### src/rtl/cc_goal_tracker_pkg.sv
// Shared definitions for the goal tracker: FSM state encoding and the
// 2-bit status codes presented to the game controller.
package cc_goal_tracker_pkg;

  typedef enum logic [2:0] {
    ST_IDLE = 3'd0,
    ST_PLAY = 3'd1,
    ST_WIN  = 3'd2,
    ST_HIT  = 3'd3,
    ST_OVER = 3'd4
  } state_t;

  localparam logic [1:0] STATUS_WIN  = 2'b00;
  localparam logic [1:0] STATUS_HIT  = 2'b10;
  localparam logic [1:0] STATUS_PLAY = 2'b11;
  localparam logic [1:0] STATUS_IDLE = 2'b01;  // also reported in OVER

  function automatic logic [1:0] statusOf(input state_t st);
    case (st)
      ST_PLAY: statusOf = STATUS_PLAY;
      ST_WIN:  statusOf = STATUS_WIN;
      ST_HIT:  statusOf = STATUS_HIT;
      default: statusOf = STATUS_IDLE;
    endcase
  endfunction

endpackage

### src/rtl/cc_row_classifier.sv
// Combinational row classifier: compares the OR of all lanes against the
// goal row and flags a completely filled row.
module cc_row_classifier #(
  parameter int DATAWIDTH = 8
) (
  input  logic [DATAWIDTH-1:0] dataOr,
  input  logic [DATAWIDTH-1:0] dataLast,
  output logic                 rowFull,
  output logic                 rowMismatch,
  output logic                 rowEqual
);

  assign rowFull     = &dataOr;
  assign rowEqual    = (dataOr == dataLast);
  assign rowMismatch = ~rowEqual;

endmodule

### src/rtl/cc_goal_tracker.sv
// Goal tracker FSM: counts consecutive mismatching ticks into hits, tracks
// lives and level, and requests a board clear on every win or hit.
module cc_goal_tracker
  import cc_goal_tracker_pkg::*;
#(
  parameter int DATAWIDTH  = 8,
  parameter int LIVES_INIT = 3,
  parameter int LEVEL_MAX  = 7,
  parameter int HOLD       = 2
) (
  input  logic                 CC_GOALTRACKER_CLOCK_50,
  input  logic                 CC_GOALTRACKER_RESET_InLow,
  input  logic                 CC_GOALTRACKER_tick_In,
  input  logic                 CC_GOALTRACKER_start_In,
  input  logic                 CC_GOALTRACKER_ack_In,
  input  logic [DATAWIDTH-1:0] CC_GOALTRACKER_dataOR_InBUS,
  input  logic [DATAWIDTH-1:0] CC_GOALTRACKER_dataLastRegister_InBUS,
  output logic [1:0]           CC_GOALTRACKER_status_OutBUS,
  output logic [2:0]           CC_GOALTRACKER_lives_OutBUS,
  output logic [2:0]           CC_GOALTRACKER_level_OutBUS,
  output logic                 CC_GOALTRACKER_event_Out,
  output logic                 CC_GOALTRACKER_clearRow_Out
);

  localparam logic [2:0] LIVES_RST = 3'(LIVES_INIT);
  localparam logic [2:0] LEVEL_TOP = 3'(LEVEL_MAX);
  localparam logic [3:0] HOLD_CNT  = 4'(HOLD);

  state_t     state;
  logic [3:0] missCnt;
  logic [3:0] missNext;
  logic       rowFull, rowMismatch, rowEqual;

  cc_row_classifier #(.DATAWIDTH(DATAWIDTH)) uClassifier (
    .dataOr      (CC_GOALTRACKER_dataOR_InBUS),
    .dataLast    (CC_GOALTRACKER_dataLastRegister_InBUS),
    .rowFull     (rowFull),
    .rowMismatch (rowMismatch),
    .rowEqual    (rowEqual)
  );

  assign missNext = (missCnt == 4'hF) ? missCnt : missCnt + 4'd1;

  always_ff @(posedge CC_GOALTRACKER_CLOCK_50) begin
    if (!CC_GOALTRACKER_RESET_InLow) begin
      state                        <= ST_IDLE;
      CC_GOALTRACKER_status_OutBUS <= statusOf(ST_IDLE);
      CC_GOALTRACKER_lives_OutBUS  <= LIVES_RST;
      CC_GOALTRACKER_level_OutBUS  <= 3'd0;
      CC_GOALTRACKER_event_Out     <= 1'b0;
      CC_GOALTRACKER_clearRow_Out  <= 1'b0;
      missCnt                      <= 4'd0;
    end else begin
      CC_GOALTRACKER_event_Out <= 1'b0;
      unique case (state)
        ST_IDLE, ST_OVER: begin
          if (CC_GOALTRACKER_start_In) begin
            state                        <= ST_PLAY;
            CC_GOALTRACKER_status_OutBUS <= statusOf(ST_PLAY);
            CC_GOALTRACKER_lives_OutBUS  <= LIVES_RST;
            CC_GOALTRACKER_level_OutBUS  <= 3'd0;
            CC_GOALTRACKER_event_Out     <= 1'b1;
            missCnt                      <= 4'd0;
          end
        end
        ST_PLAY: begin
          if (CC_GOALTRACKER_tick_In) begin
            // A full row wins even if it also differs from the goal row.
            if (rowFull) begin
              state                        <= ST_WIN;
              CC_GOALTRACKER_status_OutBUS <= statusOf(ST_WIN);
              CC_GOALTRACKER_clearRow_Out  <= 1'b1;
              CC_GOALTRACKER_event_Out     <= 1'b1;
              CC_GOALTRACKER_level_OutBUS  <= (CC_GOALTRACKER_level_OutBUS >= LEVEL_TOP) ?
                                              LEVEL_TOP : CC_GOALTRACKER_level_OutBUS + 3'd1;
            end else if (rowMismatch) begin
              missCnt <= missNext;
              if (missNext >= HOLD_CNT) begin
                CC_GOALTRACKER_event_Out <= 1'b1;
                if (CC_GOALTRACKER_lives_OutBUS <= 3'd1) begin
                  state                        <= ST_OVER;
                  CC_GOALTRACKER_status_OutBUS <= statusOf(ST_OVER);
                  CC_GOALTRACKER_lives_OutBUS  <= 3'd0;
                end else begin
                  state                        <= ST_HIT;
                  CC_GOALTRACKER_status_OutBUS <= statusOf(ST_HIT);
                  CC_GOALTRACKER_lives_OutBUS  <= CC_GOALTRACKER_lives_OutBUS - 3'd1;
                  CC_GOALTRACKER_clearRow_Out  <= 1'b1;
                end
              end
            end else if (rowEqual) begin
              missCnt <= 4'd0;
            end
          end
        end
        ST_WIN, ST_HIT: begin
          // Ack wins over a coincident tick; the tick is simply dropped.
          if (CC_GOALTRACKER_ack_In) begin
            state                        <= ST_PLAY;
            CC_GOALTRACKER_status_OutBUS <= statusOf(ST_PLAY);
            CC_GOALTRACKER_clearRow_Out  <= 1'b0;
            CC_GOALTRACKER_event_Out     <= 1'b1;
            missCnt                      <= 4'd0;
          end
        end
        default: begin
          state                        <= ST_IDLE;
          CC_GOALTRACKER_status_OutBUS <= statusOf(ST_IDLE);
          CC_GOALTRACKER_clearRow_Out  <= 1'b0;
        end
      endcase
    end
  end

endmodule

### config.mk
export PLATFORM = sky130hd
export DESIGN_NAME = cc_goal_tracker
export DESIGN_NICKNAME = d
export VERILOG_FILES = /design/src/rtl/cc_goal_tracker_pkg.sv /design/src/rtl/cc_row_classifier.sv /design/src/rtl/cc_goal_tracker.sv
export SDC_FILE = /design/constraint.sdc
export NUM_CORES = 1
export LEC_CHECK = 0
export ABC_AREA = 1
export BUFFER_PORTS_ARGS = -buffer_cell sky130_fd_sc_hd__buf_2
export CELL_PAD_IN_SITES_DETAIL_PLACEMENT = 0
export CELL_PAD_IN_SITES_GLOBAL_PLACEMENT = 1
export CORE_AREA = 5 5 63 65
export CTS_CLUSTER_SIZE = 8
export DETAILED_ROUTE_END_ITERATION = 8
export DIE_AREA = 0 0 68 70
export PLACE_DENSITY = 0.84
export SLEW_MARGIN = 10
export SYNTH_ARGS = -nofsm -noshare
export SYNTH_HDL_FRONTEND = slang
export SYNTH_SLANG_ARGS = --single-unit
### constraint.sdc
create_clock -name CC_GOALTRACKER_CLOCK_50 -period 2.59 [get_ports CC_GOALTRACKER_CLOCK_50]
set_clock_uncertainty 0.15 [all_clocks]
set_input_delay 0.259 -clock CC_GOALTRACKER_CLOCK_50 [delete_from_list [all_inputs] [get_ports CC_GOALTRACKER_CLOCK_50]]
set_output_delay 0.259 -clock CC_GOALTRACKER_CLOCK_50 [all_outputs]
set_load 0.02 [all_outputs]
==> flow_summary.ini <==
[worst_hold_path]
min_path_cells = 2
hold_class = in2reg
hold_start = CC_GOALTRACKER_RESET_InLow

[yosys]
synth_fa_ha_area_frac = 0.0484
synthXorXnorAreaFrac = 0.0203
synth.distinct_cells = 35
synthesis.area_sq_um = 1290
synthTopCellsByArea = dfxtp_1, nand2_1, inv_1, ha_1, nor2_1
synth_top_family_by_area = simple AND/OR/NAND/NOR gates
ys_warn_count = 0
synth_nets = 211
synth_edf_count = 0
synthMuxAreaShare = 0
yosys.area.top_type = dfxtp_1
async_reset_ff_frac = 0
syn_avg_cell_area_sq_um = 6.98
synthFlopType = dfxtp_1
synth_top_area_share = 0.248
syn_inst = 185
synth-compound-area-share = 0.193
synth-simple-area-share = 0.374
ys_seq_elements = 16
yosysSeqAreaShare = 0.248

[layout]
num_antenna_cells = 0
postLayoutCoreUtil = 0.460
finalNonFillerCells = 262
final_cell_mix = nand2_1, buf_2, inv_1
fillers = 367
stdcell_area_sq_um = 1510
nets = 243
layout-drive-gt1-share = 0.319
areaGrowthSynthToFinish_pct = 17.1
layout_commonest_cell = nand2_1

[drt]
via_per_inst = 4.58
drc = 0
drt-pass1-iter-count = 4
drtAntennaViolNets = 0
wire_per_inst_microns = 10.0
drtIter0Drc = 41
route.vias.total = 1200
wirelength_microns = 2630

[critical_path]
cpMaxStageDelayCell = dfxtp_1
cp_max_fo = 5
critical_path.top_delay_family = simple AND/OR/NAND/NOR gates
crit_required_ps = 2660
crit_type = reg2reg
cp.buffers_inverters = 0
critPathMaxStageDelay_ps = 350
cp-startpoint = missCnt[0]$_SDFFE_PN0P_
r2r_start = missCnt[0]$_SDFFE_PN0P_
startpoint_type = flop
crit_chain = ha_1, nand2_1, nor2_1, a21oi_1, nand3_1, nand2_2, nand2_4, nand2_2, nand2_1, a21oi_1
critPathArrivalTime_ps = 1810
r2r.worst_path.cells = 10
cp.depth = 10
worstSetupEndpointType = flop

[timing]
slew_viol_final = 0
max_freq_ghz = 0.575
period_needed_ps = 1740
hold_viol = 0
slew_headroom = 0.796
rsz0062_at_grt = false
setup_viol = 0
fin_tns_setup_ps = 0
period_share = 0.671
tightest_slew_ps = 305

[clock_tree]
cts.sink_count = 16
path_clk_slew_ps = 90
clk_latency_ps = 280
cts_setup_buffers = 0
tritoncts = built
cts_hold_buf = 0
numCtsBuffers = 3
cts_resized = 0
clockRootBuffer = clkbuf_4
cts_max_level = 1
cts_buffer_depth = 2

[power]
p_total_mw = 1.60
irDropWorstVdd_mv = 0.456
p_leak_nw = 0.762
powerDensity_nw_per_um2 = 1060

[grt]
met3_usage = 0.0288
gr-total-overflow = 0
grt_util_met2 = 0.201
grt_use_met1 = 0.160
grt_pass1_vias = 1112
busiest_layer = met2
grt_pass1_wl_microns = 4630
antenna_found_initial = 0
grt_max_degree = 13
grtUsageTotal = 0.122

[placement]
place_inst = 258
place_area_sq_um = 1480
port-buffer-count = 30
gp_congestion = 0.814
dp_hpwl_microns = 2210

[status]
outcome = completed

[floorplanning]
rows = 21
fp.dieW_microns = 68
core-area_sq_um = 3280
die_h_microns = 70
fp.dieArea_sq_um = 4760
io-pin-count = 31
start_util = 0.393

[flow_run]
max_cap_viol_count = 0
kinds of logic (layout without fill, tap and decap cells):
family                     Yosys count  count (layout)
AOI/OAI and AO/OA                   36              36
xor gates and xnor gates             3               3
adders and majority gates            5               5
buffers and inverters               34              65
DFF                                 16              16
and+or+nand+nor                     91              91
registers in the layout (all words and copies together), names as in the netlist:
signal,cells
state,3
CC_GOALTRACKER_level_OutBUS,3
CC_GOALTRACKER_event_Out,1
CC_GOALTRACKER_lives_OutBUS,3
missCnt,4
CC_GOALTRACKER_clearRow_Out,1
CC_GOALTRACKER_status_OutBUS,1
synthesized netlist by cell type, types with 2 or more instances:
cell / count
a21oi_1: 8
a211oi_1: 2
nand2_2: 4
dfxtp_1: 16
o21ai_1: 5
inv_1: 24
nand2_1: 48
nor2_4: 2
inv_2: 4
ha_1: 5
a21oi_4: 2
nand3_1: 7
o211ai_1: 2
nor2_1: 13
nand4_1: 3
o21ai_0: 8
nand2_4: 3
nor2_2: 3
a21oi_2: 4
nor3_2: 3
inv_4: 2
nand3_4: 2
xnor2_1: 3
power breakdown:
group / switching (mW) / internal, mW
clock: 0.0790 / 0.0856
sequential: 0.0968 / 0.344
combinational: 0.635 / 0.361
path summary, 6_finish.rpt:
check | endpoint | slack (ps)
worst max-delay path | state[2]$_SDFFE_PN0P_ | 850
worst min-delay path | CC_GOALTRACKER_lives_OutBUS[1]$_SDFFE_PN1P_ | 120
worst max register to register | state[2]$_SDFFE_PN0P_ | 850
worst min register to register | CC_GOALTRACKER_clearRow_Out$_SDFFE_PN0P_ | 310
through the flow:
| stage | hold WS (ps) | worst slack (ps) |
|---|---|---|
| floorplan | 266 | 1000 |
| global placement | 297 | 915 |
| detailed placement | 301 | 876 |
| CTS | 115 | 851 |
| global route | 113 | 640 |
| finish | 116 | 851 |
routing by layer:
metal  part of all wire  vias up
met5                  0        -
met4             0.0057        0
met3              0.033        2
met2               0.48       16
met1               0.48      524
li1                   -      658
area by class of cell:
cell class | count | area, sq um | area share
Inverter | 31 | 126 | 0.0836
Sequential cell | 16 | 320 | 0.212
Clock buffer | 4 | 36.3 | 0.0240
Timing Repair Buffer | 30 | 150 | 0.0993
Tap cell | 46 | 57.6 | 0.0381
Multi-Input combinational cell | 135 | 821 | 0.543
No activity file was read; power rests on OpenSTA's default activity.
